`src/rtl/or_stim_pkg.sv`:
```
// Shared definitions for the OR-gate stimulus generator.
//   - mode encodings for the four pattern families
//   - FSM state type
//   - sweep_len(): number of patterns in one sweep of a mode
//   - pattern():   4-bit pattern {A,B,C,D} for a given mode and index
package or_stim_pkg;

    localparam logic [1:0] MODE_BIN  = 2'b00;
    localparam logic [1:0] MODE_GRAY = 2'b01;
    localparam logic [1:0] MODE_WALK = 2'b10;
    localparam logic [1:0] MODE_ONES = 2'b11;

    typedef enum logic [1:0] {
        IDLE = 2'b00,
        RUN  = 2'b01,
        DONE = 2'b10
    } state_t;

    // Sweep length is 5 bits wide so that 16 is representable.
    function automatic logic [4:0] sweep_len(input logic [1:0] mode);
        case (mode)
            MODE_BIN:  return 5'd16;
            MODE_GRAY: return 5'd16;
            MODE_WALK: return 5'd4;
            default:   return 5'd1;
        endcase
    endfunction

    function automatic logic [3:0] pattern(input logic [1:0] mode, input logic [3:0] idx);
        case (mode)
            MODE_BIN:  return idx;
            MODE_GRAY: return idx ^ (idx >> 1);
            MODE_WALK: return 4'b0001 << idx[1:0];
            default:   return 4'b1111;
        endcase
    endfunction

endpackage

```
`src/rtl/or_stim_prescaler.sv`:
```
// Rate prescaler for the stimulus generator.
// Counts 0..DIV-1 while en is high and wraps; tick is high while the count
// sits at DIV-1 (and en is high), marking the edge at which the next
// pattern is applied. clear forces the count back to 0.
//   clk    in  system clock
//   rst_n  in  asynchronous active-low reset
//   clear  in  synchronous count clear (has priority over en)
//   en     in  count enable
//   tick   out high during the last cycle of each DIV-cycle period
module or_stim_prescaler #(
    parameter int DIV = 25
) (
    input  logic clk,
    input  logic rst_n,
    input  logic clear,
    input  logic en,
    output logic tick
);

    localparam int         W    = (DIV > 1) ? $clog2(DIV) : 1;
    localparam logic [W-1:0] LAST = W'(DIV - 1);

    logic [W-1:0] count;

    // NOTE: state registers use non-blocking (<=) assignments so every flop
    // samples pre-edge values; blocking here would create ordering races.
    always_ff @(posedge clk or negedge rst_n) begin
        if (!rst_n) begin
            count <= '0;
        end else if (clear) begin
            count <= '0;
        end else if (en) begin
            if (count == LAST) count <= '0;
            else               count <= count + 1'b1;
        end
    end

    // With DIV=1 the count is pinned at 0 and tick stays high throughout.
    assign tick = en && (count == LAST);

endmodule

```
`src/rtl/or_stimulus_gen.sv`:
```
// Clocked 4-bit pattern generator driving the A/B/C/D inputs of the
// four-input OR gate stage. Sweeps a selectable pattern family at one
// pattern per DIV clocks, with restartable start/stop control.
//   clk, rst_n  in  clock, asynchronous active-low reset
//   start       in  begin sweep (honoured only in IDLE, and only if stop=0)
//   stop        in  abort sweep (RUN) / block start (IDLE)
//   mode[1:0]   in  pattern family, captured at start
//   loop        in  repeat sweep; sampled at the end of each sweep
//   A,B,C,D     out pattern bits, A = MSB
//   step        out one-cycle pulse whenever a new pattern index is applied
//   busy        out high while sweeping
//   done        out one-cycle pulse when a non-looping sweep completes
module or_stimulus_gen
    import or_stim_pkg::*;
#(
    parameter int DIV = 25
) (
    input  logic       clk,
    input  logic       rst_n,
    input  logic       start,
    input  logic       stop,
    input  logic [1:0] mode,
    input  logic       loop,
    output logic       A,
    output logic       B,
    output logic       C,
    output logic       D,
    output logic       step,
    output logic       busy,
    output logic       done
);

    state_t     state, state_nx;
    logic [1:0] mode_q, mode_nx;
    logic [3:0] idx_q, idx_nx;
    logic [3:0] pat_q, pat_nx;
    logic       step_q, step_nx;
    logic       tick;
    logic       last_idx;

    or_stim_prescaler #(.DIV(DIV)) u_prescaler (
        .clk   (clk),
        .rst_n (rst_n),
        .clear (state != RUN),
        .en    (state == RUN),
        .tick  (tick)
    );

    assign last_idx = ({1'b0, idx_q} == (sweep_len(mode_q) - 5'd1));

    // NOTE: every signal written below gets a default first, so no path
    // through the case leaves one unassigned and no latch is inferred.
    always_comb begin
        state_nx = state;
        mode_nx  = mode_q;
        idx_nx   = idx_q;
        pat_nx   = pat_q;
        step_nx  = 1'b0;
        case (state)
            IDLE: begin
                pat_nx = 4'b0000;
                if (start && !stop) begin
                    state_nx = RUN;
                    mode_nx  = mode;
                    idx_nx   = 4'd0;
                    pat_nx   = pattern(mode, 4'd0);
                    step_nx  = 1'b1;
                end
            end
            RUN: begin
                // stop wins over a coincident advance or end of sweep.
                if (stop) begin
                    state_nx = IDLE;
                    idx_nx   = 4'd0;
                    pat_nx   = 4'b0000;
                end else if (tick) begin
                    if (!last_idx) begin
                        idx_nx  = idx_q + 4'd1;
                        pat_nx  = pattern(mode_q, idx_q + 4'd1);
                        step_nx = 1'b1;
                    end else if (loop) begin
                        idx_nx  = 4'd0;
                        pat_nx  = pattern(mode_q, 4'd0);
                        step_nx = 1'b1;
                    end else begin
                        // Last pattern stays on the pins through DONE.
                        state_nx = DONE;
                    end
                end
            end
            DONE: begin
                state_nx = IDLE;
                idx_nx   = 4'd0;
                pat_nx   = 4'b0000;
            end
            default: begin
                state_nx = IDLE;
                idx_nx   = 4'd0;
                pat_nx   = 4'b0000;
            end
        endcase
    end

    // NOTE: only control/datapath flops exist here (no memories), and all of
    // them are reset so outputs clear immediately on rst_n, independent of clk.
    always_ff @(posedge clk or negedge rst_n) begin
        if (!rst_n) begin
            state  <= IDLE;
            mode_q <= MODE_BIN;
            idx_q  <= 4'd0;
            pat_q  <= 4'b0000;
            step_q <= 1'b0;
        end else begin
            state  <= state_nx;
            mode_q <= mode_nx;
            idx_q  <= idx_nx;
            pat_q  <= pat_nx;
            step_q <= step_nx;
        end
    end

    assign {A, B, C, D} = pat_q;
    assign step         = step_q;
    assign busy         = (state == RUN);
    assign done         = (state == DONE);

endmodule

```
`config.mk`:
```
export PLATFORM = sky130hd
export DESIGN_NAME = or_stimulus_gen
export DESIGN_NICKNAME = d
export VERILOG_FILES = /design/src/rtl/or_stim_pkg.sv /design/src/rtl/or_stim_prescaler.sv /design/src/rtl/or_stimulus_gen.sv
export SDC_FILE = /design/constraint.sdc
export NUM_CORES = 1
export LEC_CHECK = 0
export CAP_MARGIN = 20
export CORE_ASPECT_RATIO = 1.4
export CORE_UTILIZATION = 40
export CTS_CLUSTER_SIZE = 14
export DETAILED_ROUTE_END_ITERATION = 8
export SETUP_SLACK_MARGIN = 0.3
export SKIP_CTS_REPAIR_TIMING = 1
export SYNTH_ARGS = -nofsm -noshare
export SYNTH_HDL_FRONTEND = slang
export SYNTH_SLANG_ARGS = --single-unit
```
`constraint.sdc`:
```
create_clock -name clk -period 4.63 [get_ports clk]
set_input_delay 1.389 -clock clk [delete_from_list [all_inputs] [get_ports clk]]
set_output_delay 1.389 -clock clk [all_outputs]
set_load 0.05 [all_outputs]
```
==> results of run 1 <==
layout make-up:
| class | count | area, µm² | share of cell area [%] |
|---|---|---|---|
| clock buffers | 4 | 55.05 | 3.929 |
| inverters | 7 | 26.28 | 1.875 |
| multi-input cells | 92 | 693.2 | 49.46 |
| flip-flops and latches | 18 | 450.4 | 32.14 |
| well taps | 37 | 46.29 | 3.304 |
| repair buffers | 13 | 130.1 | 9.286 |
state kept, by name, summed over array words and instances (netlist names):
name and cells:
idx_q 4, mode_q 2, pat_q 4, state 2
step 1, u_prescaler.count 5
cell usage in the layout, fill, tap and decap left out, drive strengths merged, types with 2 or more instances in the layout:
cell type	instances
dfrtp	18
nor2	15
clkdlybuf4s50	13
nand3	8
inv	7
ha	7
nand2	5
or3b	5
a21oi	5
nor2b	4
o22a	4
clkbuf	4
xor2	3
o211ai	3
mux2	3
or4b	2
nand3b	2
o31ai	2
mux2i	2
a21o	2
nor3b	2
o21ai	2
worst max-delay path, stage by stage, from the launching register on:
cell and delay (ps):
dfrtp_1 450, nor2b_1 230, clkdlybuf4s50_1 840
synthesized netlist by cell type, types with 2 or more instances:
library cell | instances | area (µm²)
mux2_2 | 2 | 22.52
nand3_1 | 8 | 40.04
nor2b_1 | 4 | 25.02
nand2_1 | 5 | 18.77
o211ai_1 | 2 | 15.01
clkbuf_1 | 3 | 11.26
a21oi_1 | 4 | 20.02
a21o_1 | 2 | 15.01
nand3b_1 | 2 | 15.01
o31ai_1 | 2 | 15.01
xor2_1 | 3 | 26.28
mux2i_1 | 2 | 20.02
ha_1 | 7 | 87.58
o22a_1 | 4 | 35.03
buf_6 | 2 | 22.52
or3b_2 | 4 | 35.03
inv_1 | 7 | 26.28
nor2_1 | 15 | 56.30
dfrtp_1 | 18 | 450.4
or4b_4 | 2 | 27.53
worst max path at each step:
stage / start / endpoint / cells after the start
floorplan: stop / idx_q[2] / 5
global placement: stop / idx_q[2] / 5
detailed placement: stop / idx_q[2] / 5
CTS: state[1] / busy / 2
global route: state[1] / busy / 2
finish: state[1] / busy / 2
kinds of logic (layout without fill, tap and decap cells):
logic type,after synthesis,in the layout,synth area share (%)
and+or+nand+nor,48,48,23.40
AOI/OAI and AO/OA,28,28,19.05
xor gates and xnor gates,4,4,2.899
DFF,18,18,37.27
buffers and inverters,13,24,5.383
adders and majority gates,7,7,7.246
muxes,5,5,4.761
per-layer routing:
layer	up-vias	track usage, %
li1	462	-
met4	0	8.824
met2	17	30.46
met1	468	21.16
met5	-	0
met3	6	2.511
stage by stage:
step	utilization, %	power (mW)	hold slack (ps)	std cells
6_report	48.70	0.7953	510.3	171
5_1_grt	48.70	0.8512	537.7	171
4_1_cts	48.70	0.8009	514.5	171
3_5_place_dp	46.78	0.6688	499.7	167
3_3_place_gp	46.78	0.6656	496.9	167
2_1_floorplan	-	0.5660	453.6	123
report_power, final:
part | internal [mW] | switching [mW]
combinational | 0.176 | 0.220
clock | 0.0756 | 0.0535
sequential | 0.203 | 0.0677
==> impl_metrics.tcl, run 1 <==
set metrics [dict create \
    slew_headroom_pct 46.47 \
    vias 953 \
    finalCritPeriodShare_pct 68.42 \
    overflow 0 \
    cp_max_fo 6 \
    placed_area_mm2 0.001346 \
    area_delta_synth_final_pct 15.94 \
    wl_met1_um 1104 \
    htreeDepth 1 \
    cp.required_ps 3240 \
    cp-start-kind "flip-flop" \
    hpwl_um 1887 \
    clock_sinks 18 \
    drive_gt1_share_pct 14.93 \
    yosysWarnings 0 \
    peakVddDrop_uv 254.4 \
    grt_start_max_net_pins 19 \
    async_flop_share_pct 100.0 \
    rsz0062_at_grt "no" \
    n_antenna_cell 0 \
    synth_edf_count 0 \
    drc 0 \
    finalHoldViolations 0 \
    yosysSeqAreaShare_pct 37.27 \
    cts_buffer_depth 2 \
    start_util_pct 42.00 \
    die-height_um 67.04 \
    fin_nets 149 \
    rr_worst_depth 6 \
    clkTransAtPathRegs_ps 70 \
    period_needed_ps 3168 \
    ys_seq_elements 18 \
    syn-cell-area_mm2 0.001209 \
    holdPathStages 1 \
    worstMarginPinSlew_ps 800.4 \
    status "finished, final reports clean" \
    io_pins 14 \
    drt_wl_total_um 2476 \
    die_w_um 48.46 \
    r2r_slack_ps 2460 \
    cts-root-buf "clkbuf_8" \
    worstSetupPathType "flip-flop to primary output" \
    wl_met3_um 73 \
    port_buffers 13 \
    n_fill_cell 273 \
    wl_per_cell_um 14.48 \
    power.leakage_nw 0.6127 \
    maxCapViolCount 0 \
    drtAntennaViolNets 0 \
    post-place-ws_ps 1351 \
    grt_antenna_before_repair 0 \
    whs_endpoint "u_prescaler.count[0]" \
    synth.distinct_cells 45 \
    finalInstanceArea_mm2 0.001401 \
    setup-violations-final 0 \
    clock_skew_ps 3.789 \
    max_freq_mhz 315.7 \
    num_rows 23 \
    grt_pass1_vias 909 \
    syn_nets 137 \
    insertion_delay_ps 260 \
    tritoncts "done" \
    core_area_mm2 0.002878 \
    hold_start "u_prescaler.count[0]" \
    grt_usage_pct 17.54 \
    dieArea_mm2 0.003248 \
    via_per_inst 5.573 \
    r2r_end "pat_q[1]" \
    synthCells 123 \
    cts_buffers 3 \
    grt_first_pass_wirelength_um 4291 \
    dr_wl_met2_um 1246 \
    drt_iter0_drc 34 \
    synth-main-ff-cell "dfrtp_1" \
    maxSlewViolCount 0 \
    rr_startpoint "idx_q[0]" \
    cp.arrival_ps 1780 \
    cp-end-kind "primary output" \
    setup_slack_ps 1462 \
    min_path_type "flip-flop to flip-flop" \
    top_layer "met4" \
    syn_area_per_cell_um2 9.826 \
    place_congestion 0.8017 \
    setup_tns_ps 0 \
    powerDensity_mw_per_mm2 567.5 \
    dr.pass1.iters 4 \
]
No activity file was read; power rests on OpenSTA's default activity.
==> inputs of run 2 (changes only) <==
Clock period 4.63 ns to 2.6 ns, I/O delays scaled along.
==> impl_metrics.tcl, run 2 (synthesis results as in run 1) <==
set metrics [dict create \
    status "finished, final reports clean" \
    rsz0062_at_grt "no" \
    crit_slowest_cell "clkdlybuf4s50_1" \
    drt_iter0_drc 32 \
    finalHoldViolations 0 \
    grt_first_pass_wirelength_um 4567 \
    cp_max_fo 2 \
    instances_no_fill 175 \
    num_rows 23 \
    largest_reg_flops 5 \
    dr.pass1.iters 4 \
    cts_buffers 3 \
    vias 963 \
    fin_nets 153 \
    area_delta_synth_final_pct 19.25 \
    grt.met1_usage_pct 21.52 \
    overflow 0 \
    drt_wl_total_um 2635 \
    max_flop_register "u_prescaler.count" \
    regArea_um2 450.4 \
    setup-violations-final 0 \
    grt_start_max_net_pins 19 \
    drive_gt1_share_pct 18.12 \
    critPathBufInv 1 \
    r2r_slack_ps 470 \
    hpwl_um 1978 \
    setup_tns_ps 0 \
    finalCritPeriodShare_pct 83.98 \
    grt_usage_pct 18.70 \
    min_path_type "flip-flop to flip-flop" \
    drtAntennaViolNets 0 \
    worstSetupPathType "flip-flop to primary output" \
    cp-end-kind "primary output" \
    finalPower_mw 1.432 \
    cts-root-buf "clkbuf_8" \
    slew_headroom_pct 66.26 \
    die-height_um 67.04 \
    holdPathStages 1 \
    power.leakage_nw 0.6673 \
    hold_slack_ps 507.8 \
    path_cells "clkdlybuf4s50_1" \
    multiInputGateArea_um2 695.7 \
    tritoncts "done" \
    use_met2_pct 35.04 \
    hold_start "u_prescaler.count[0]" \
    io_pins 14 \
    busiest_layer "met2" \
    clock_skew_ps 3.596 \
    peakVddDrop_uv 508.5 \
    whs_endpoint "u_prescaler.count[0]" \
    worstMarginPinSlew_ps 504.5 \
    layout_common_cells "18 x dfrtp_1, 15 x nor2_1, 10 x clkdlybuf4s50_1, 8 x nand3_1, 7 x inv_1" \
    cpLargestDelayFamily "buffers and inverters" \
    dp_cells 171 \
    biggestRegsByFlops "u_prescaler.count: 5 flops, idx_q: 4 flops, pat_q: 4 flops" \
    clkTransAtPathRegs_ps 70 \
    insertion_delay_ps 250 \
    maxCapViolCount 0 \
    maxSlewViolCount 0 \
    via_per_inst 5.503 \
    cts_buffer_depth 2 \
    dieArea_mm2 0.003248 \
    r2r_end "pat_q[1]" \
    htreeDepth 1 \
    grt_pass1_vias 969 \
    rr_worst_depth 6 \
    cp.arrival_ps 1400 \
    start_util_pct 42.00 \
    max_freq_mhz 458.0 \
    n_fill_cell 268 \
    drc 0 \
    place_congestion 0.8409 \
    period_needed_ps 2184 \
    core_area_mm2 0.002878 \
    grt_antenna_before_repair 0 \
    cp.required_ps 1820 \
    clock_sinks 18 \
    rr_startpoint "idx_q[1]" \
    cpPeakStageDelay_ps 810 \
    final_common_cell "dfrtp_1" \
    port_buffers 13 \
    n_antenna_cell 0 \
    cp-start-kind "flip-flop" \
    gr-usage-met3_pct 2.055 \
    powerDensity_mw_per_mm2 993.8 \
    die_w_um 48.46 \
    wl_per_cell_um 15.06 \
]
==> run 2: area by class of cell <==
class / count / share of cell area [%]
timing repair buffer: 17 / 11.63
clock buffer: 4 / 3.819
sequential: 18 / 31.25
inverter: 7 / 1.823
tap: 37 / 3.212
multi-input combinational: 92 / 48.26
==> run 2: through the flow <==
stage,setup WS [ps],area (µm²),utilization (%)
6_report,416.5,1441,50.09
2_1_floorplan,344.8,1209,-
3_5_place_dp,18.73,1376,47.83
3_3_place_gp,59.19,1376,47.83
5_1_grt,319.9,1441,50.09
4_1_cts,86.17,1431,49.74
==> run 2: report_power, final <==
| part | internal, mW | leakage (nW) | total, mW | switching (mW) |
|---|---|---|---|---|
| combinational | 0.326 | 0.402 | 0.739 | 0.413 |
| sequential | 0.362 | 0.237 | 0.465 | 0.103 |
| clock | 0.134 | 0.0288 | 0.228 | 0.0933 |
==> run 2: routing by layer <==
layer / vias up / wire length (µm) / share of wire [%]
li1: 471 / - / -
met3: 2 / 48 / 1.8
met4: 0 / 26 / 0.99
met5: - / 0 / 0
met1: 476 / 1194 / 45
met2: 14 / 1365 / 52
==> run 2: worst max path at each step <==
stage	depth (start not counted)	to	slack [ps]	start
detailed placement	5	idx_q[2]	20	stop
finish	1	B	420	pat_q[2]
global placement	5	idx_q[2]	60	stop
global route	6	pat_q[1]	320	idx_q[1]
floorplan	6	idx_q[2]	340	state[1]
CTS	2	busy	90	state[1]
